## src/rtl/ifu.sv

```systemverilog
// Instruction fetch unit: an 8-byte prefetch queue that feeds the controlpath MBR bytes.
// It refills one 32-bit word at a time from memory and is redirected by pc_load.
module ifu (
    input  logic        clk,
    input  logic        rst,
    input  logic        pc_load,
    input  logic [31:0] pc_in,
    input  logic        consume1,
    input  logic        consume2,
    output logic        mem_req,
    output logic [29:0] mem_addr,
    input  logic        mem_ack,
    input  logic [31:0] mem_rdata,
    output logic [7:0]  mbr1,
    output logic [15:0] mbr2,
    output logic        mbr1_valid,
    output logic        mbr2_valid,
    output logic [31:0] pc
);

    logic [7:0]  buf_q [8];
    logic [7:0]  buf_d [8];
    logic [3:0]  count_q, count_d;
    logic [31:0] pc_q, pc_d;
    logic [29:0] fptr_q, fptr_d;
    logic [29:0] addr_q, addr_d;
    logic [1:0]  skip_q, skip_d;
    logic        req_q, req_d;
    logic        stale_q, stale_d;

    logic [1:0]  rem;
    logic        take;
    logic [2:0]  add;
    logic [3:0]  base;
    logic [3:0]  idx;

    always_comb begin
        rem = 2'd0;
        if (consume2 && count_q >= 4'd2) begin
            rem = 2'd2;
        end else if (consume1 && count_q >= 4'd1) begin
            rem = 2'd1;
        end
    end

    // A stale ack answers a request issued before the last redirect; its data is dropped.
    assign take = req_q && mem_ack && !stale_q && !pc_load;
    assign add  = take ? (3'd4 - {1'b0, skip_q}) : 3'd0;
    assign base = count_q - {2'b00, rem};

    always_comb begin
        idx = 4'd0;
        for (int i = 0; i < 8; i++) begin
            buf_d[i] = 8'h00;
        end
        case (rem)
            2'd1: begin
                for (int i = 0; i < 7; i++) buf_d[i] = buf_q[i + 1];
            end
            2'd2: begin
                for (int i = 0; i < 6; i++) buf_d[i] = buf_q[i + 2];
            end
            default: begin
                for (int i = 0; i < 8; i++) buf_d[i] = buf_q[i];
            end
        endcase
        if (take) begin
            for (int j = 0; j < 4; j++) begin
                if (2'(j) >= skip_q) begin
                    idx = base + 4'(j) - {2'b00, skip_q};
                    if (idx < 4'd8) begin
                        buf_d[idx[2:0]] = mem_rdata[31 - 8*j -: 8];
                    end
                end
            end
        end
    end

    always_comb begin
        count_d = count_q - {2'b00, rem} + {1'b0, add};
        pc_d    = pc_q + {30'd0, rem};
        fptr_d  = fptr_q;
        skip_d  = skip_q;
        stale_d = stale_q;
        if (take) begin
            fptr_d = fptr_q + 30'd1;
            skip_d = 2'd0;
        end
        if (req_q && mem_ack) begin
            stale_d = 1'b0;
        end
        if (pc_load) begin
            count_d = 4'd0;
            pc_d    = pc_in;
            fptr_d  = pc_in[31:2];
            skip_d  = pc_in[1:0];
            if (req_q && !mem_ack) begin
                stale_d = 1'b1;
            end
        end
    end

    // Request handshake: hold address until the ack, then a one-cycle gap before the next.
    always_comb begin
        req_d  = req_q;
        addr_d = addr_q;
        if (req_q) begin
            if (mem_ack) begin
                req_d = 1'b0;
            end
        end else if (count_q <= 4'd4 && !pc_load) begin
            req_d  = 1'b1;
            addr_d = fptr_q;
        end
    end

    always_ff @(posedge clk or negedge rst) begin
        if (!rst) begin
            for (int i = 0; i < 8; i++) begin
                buf_q[i] <= 8'h00;
            end
            count_q <= 4'd0;
            pc_q    <= 32'd0;
            fptr_q  <= 30'd0;
            addr_q  <= 30'd0;
            skip_q  <= 2'd0;
            req_q   <= 1'b0;
            stale_q <= 1'b0;
        end else begin
            for (int i = 0; i < 8; i++) begin
                buf_q[i] <= buf_d[i];
            end
            count_q <= count_d;
            pc_q    <= pc_d;
            fptr_q  <= fptr_d;
            addr_q  <= addr_d;
            skip_q  <= skip_d;
            req_q   <= req_d;
            stale_q <= stale_d;
        end
    end

    assign mem_req    = req_q;
    assign mem_addr   = addr_q;
    assign mbr1       = buf_q[0];
    assign mbr2       = {buf_q[0], buf_q[1]};
    assign mbr1_valid = (count_q >= 4'd1);
    assign mbr2_valid = (count_q >= 4'd2);
    assign pc         = pc_q;

endmodule

```

## config.mk

```make
export PLATFORM = sky130hd
export DESIGN_NAME = ifu
export DESIGN_NICKNAME = d
export VERILOG_FILES = /design/src/rtl/ifu.sv
export SDC_FILE = /design/constraint.sdc
export NUM_CORES = 1
export LEC_CHECK = 0
export ABC_CLOCK_PERIOD_IN_PS = 5400
export CAP_MARGIN = 0
export CORE_MARGIN = 3
export CORE_UTILIZATION = 50
export DETAILED_ROUTE_END_ITERATION = 8
export GPL_TIMING_DRIVEN = 0
export PLACE_DENSITY_LB_ADDON = 0.1
export SLEW_MARGIN = 20
export SYNTH_ARGS = -nofsm -noshare
export SYNTH_HDL_FRONTEND = slang
export SYNTH_SLANG_ARGS = --single-unit
```

## constraint.sdc

```tcl
create_clock -name clk -period 5.4 [get_ports clk]
set_input_delay 0.81 -clock clk [delete_from_list [all_inputs] [get_ports clk]]
set_output_delay 0.81 -clock clk [all_outputs]
set_load 0.03 [all_outputs]
```

==> impl_metrics.env <==
export IMPL_io_buffers=149
export IMPL_synth_compound_area_share=0.246
export IMPL_vias=14100
export IMPL_area_growth_pct=21.6
export IMPL_drt_met1_wl_um=21800
export IMPL_grt_total_usage=0.398
export IMPL_syn_cell_area_um2=12800
export IMPL_post_drt_wl_per_cell_um=26.9
export IMPL_first_iter_violations=1847
export IMPL_avgSynthCellArea_um2=8.03
export IMPL_worstMarginPinSlew_ns=1.18
export IMPL_die_y_um=166
export IMPL_start_util=0.510
export IMPL_cap_viol_max_count=0
export IMPL_multi_input_area_um2=8050
export IMPL_dr_max_layer_used="met4"
export IMPL_met2RoutedLength_um=24100
export IMPL_hold_violations=0
export IMPL_synth_top_family_by_area="compound AO/OA/AOI/OAI gates"
export IMPL_slew_viol_final=0
export IMPL_most_common_layout_cells="a21oi_1, nand2_1, dfrtp_1, clkdlybuf4s50_1, nor2_1"
export IMPL_synth_seq_area_share=0.320
export IMPL_hp_class="in2async"
export IMPL_coreArea_um2=25200
export IMPL_viasPerCell=6.70
export IMPL_layout_commonest_cell="a21oi_1"
export IMPL_synth_xor_area_share=0.0571
export IMPL_grt_start_max_net_pins=67
export IMPL_dieArea_um2=27600
export IMPL_synthMuxAreaShare=0.0590
export IMPL_synth_nets=1694
export IMPL_grt_pass1_vias=13500
export IMPL_yosys_area_share_adder=0.0281
export IMPL_setup_viol=0
export IMPL_cts_inserted_buffers=17
export IMPL_rows=58
export IMPL_ys_flop_type="dfrtp_1"
export IMPL_met3_length_um=6920
export IMPL_clk_transition_reported_paths_ns=0.09
export IMPL_dpl_hpwl_um=41900
export IMPL_wirelength_um=56800
export IMPL_dr_pass1_iters=6
export IMPL_detail_route_antenna_nets=0
export IMPL_regArea_um2=4100
export IMPL_grt_pass1_wl_um=84600
export IMPL_holdBufCountCts=0
export IMPL_cts_buffer_depth=2
export IMPL_worst_setup_path_start_kind="flip-flop"
export IMPL_post_route_min_period_ns=5.30
export IMPL_io_pins=159
export IMPL_drc=0
export IMPL_synth_cell_types=58
export IMPL_fmax_mhz=189
export IMPL_yosysWarnings=0
export IMPL_r2r_start="count_q[3]"
export IMPL_die_x_um=166
export IMPL_finalHoldWorstSlack_ns=0.236
export IMPL_finalCritPeriodShare=0.982
export IMPL_synth_edf_count=0
export IMPL_nets=1862
export IMPL_r2r_slack_ns=0.1
export IMPL_root_buffer="clkbuf_16"
export IMPL_worst_setup_path_end_kind="flip-flop"
export IMPL_worstPathMaxFanout=10
export IMPL_drive_gt1_frac=0.110
export IMPL_reg2reg_to="buf_q[23]"
export IMPL_overflow=0
export IMPL_syn_inst=1599
export IMPL_ys_ff_latch=164
export IMPL_async_flop_share=1.00
export IMPL_cts_tree="done"
export IMPL_grt_antenna_before_repair=3
export IMPL_fillers=2279
export IMPL_r2r_cells=18
export IMPL_gp_congestion=1.06
export IMPL_relSlewSlack=0.208
export IMPL_fin_skew_ns=0.0179
export IMPL_clock_latency_ns=0.45
export IMPL_htree_levels=4
export IMPL_worstPathArrival_ns=5.64
export IMPL_outcome="complete, no violations"
export IMPL_crit_type="reg2reg"
export IMPL_numClockSinks=164
export IMPL_synth_simple_area_share=0.226
export IMPL_required_ns=5.74
export IMPL_rsz0062_at_grt="no"
[repair_timing]
action,CTS,global route
pin swaps,0,1
gates resized for setup,23,28
endpoints found under the setup margin,64,60
setup buffers,1,2
[critical path, stage by stage (launching register included)]
cell     delay, ns
dfrtp_1       0.41
buf_4         0.20
o41ai_4       0.42
buf_6         0.19
buf_4         0.23
nor2_2        0.09
ha_1          0.22
inv_1         0.07
fa_2          0.50
ha_1          0.37
inv_1         0.08
ha_1          0.20
ha_1          0.17
a21oi_1       0.21
xnor3_2       0.43
buf_6         0.20
a31oi_1       0.83
nand2_1       0.11
o21a_1        0.23
[layer usage]
layer  GRT usage  up-vias
li1            -     6173
met1       0.527     6706
met2       0.592     1046
met3       0.108      224
met4       0.222        0
met5           0        -
[worst max-delay path by stage]
stage | start | end | slack [ns] | cells after the start
floorplan | count_q[3] | buf_q[29] | 0.41 | 20
global placement | rst | pc[25] | -3.65 | 1
detailed placement | consume2 | mbr1[6] | -1.41 | 17
CTS | count_q[3] | buf_q[5] | 0.03 | 17
global route | count_q[3] | buf_q[23] | 0.02 | 18
finish | count_q[3] | buf_q[23] | 0.1 | 18
[cell usage after synthesis (6+ instances only)]
cell | n | share of area
o31ai_1 | 18 | 0.011
clkbuf_1 | 73 | 0.021
o2bb2ai_1 | 42 | 0.029
xnor2_1 | 33 | 0.023
nand4_1 | 16 | 0.0078
a21oi_1 | 238 | 0.093
nor3_1 | 95 | 0.037
a221o_1 | 7 | 0.0055
and3_1 | 41 | 0.020
and2_1 | 7 | 0.0034
nand2_1 | 167 | 0.049
nand3_1 | 43 | 0.017
o21a_1 | 16 | 0.0094
buf_4 | 27 | 0.016
dfrtp_1 | 164 | 0.32
mux2_2 | 61 | 0.054
nor2b_1 | 23 | 0.011
a2111oi_0 | 32 | 0.022
mux2i_1 | 7 | 0.0055
a22o_1 | 14 | 0.0096
xor2_1 | 32 | 0.022
nor4_1 | 6 | 0.0029
o21ai_1 | 9 | 0.0035
o221ai_1 | 29 | 0.020
nand3b_1 | 7 | 0.0041
o21ai_0 | 26 | 0.010
or3_1 | 48 | 0.023
inv_1 | 31 | 0.0091
nand2b_1 | 8 | 0.0039
or2_2 | 9 | 0.0044
nor2_1 | 117 | 0.034
buf_2 | 19 | 0.0074
ha_1 | 20 | 0.019
a31oi_1 | 40 | 0.019
o32ai_1 | 8 | 0.0055
buf_1 | 24 | 0.0070
[area by class of cell]
type / count / area share
buffer: 140 / 0.0449
inverter: 32 / 0.00786
antenna: 2 / 0.000321
sequential: 164 / 0.263
tap: 330 / 0.0265
multi-input combinational: 1257 / 0.516
clock buffer: 17 / 0.0273
clock inverter: 15 / 0.0130
timing repair buffer: 155 / 0.102
[cell families after synthesis]
group / Yosys count
XOR/XNOR: 72
buffers and inverters: 178
adder cells (fa/ha/maj): 26
multiplexers: 68
AND/OR/NAND/NOR: 598
flip-flops: 164
AO/OA/AOI/OAI: 493
[per-stage QoR]
stage	TNS [ns]	cells	utilization	area [um^2]	worst slack, ns
finish	0	2112	0.620	15600	0.0996
global route	0	2111	0.620	15600	0.0227
CTS	0	2110	0.616	15500	0.0323
detailed placement	-66.68	2081	0.589	14800	-1.41
global placement	-682.56	2078	0.585	14700	-3.65
floorplan	0	1599	-	12800	0.409
[flip-flops by register name, summed over array words and instances, names as in the netlist, named ones only]
name and flops:
mbr2 8, mbr1 8, skip_q 2, fptr_q 30, count_q 4, mem_req 1, pc 32, mem_addr 30
buf_q 48
Power is not shown: default switching activity piles up to over one toggle a cycle in this logic, so the estimate is an artifact.
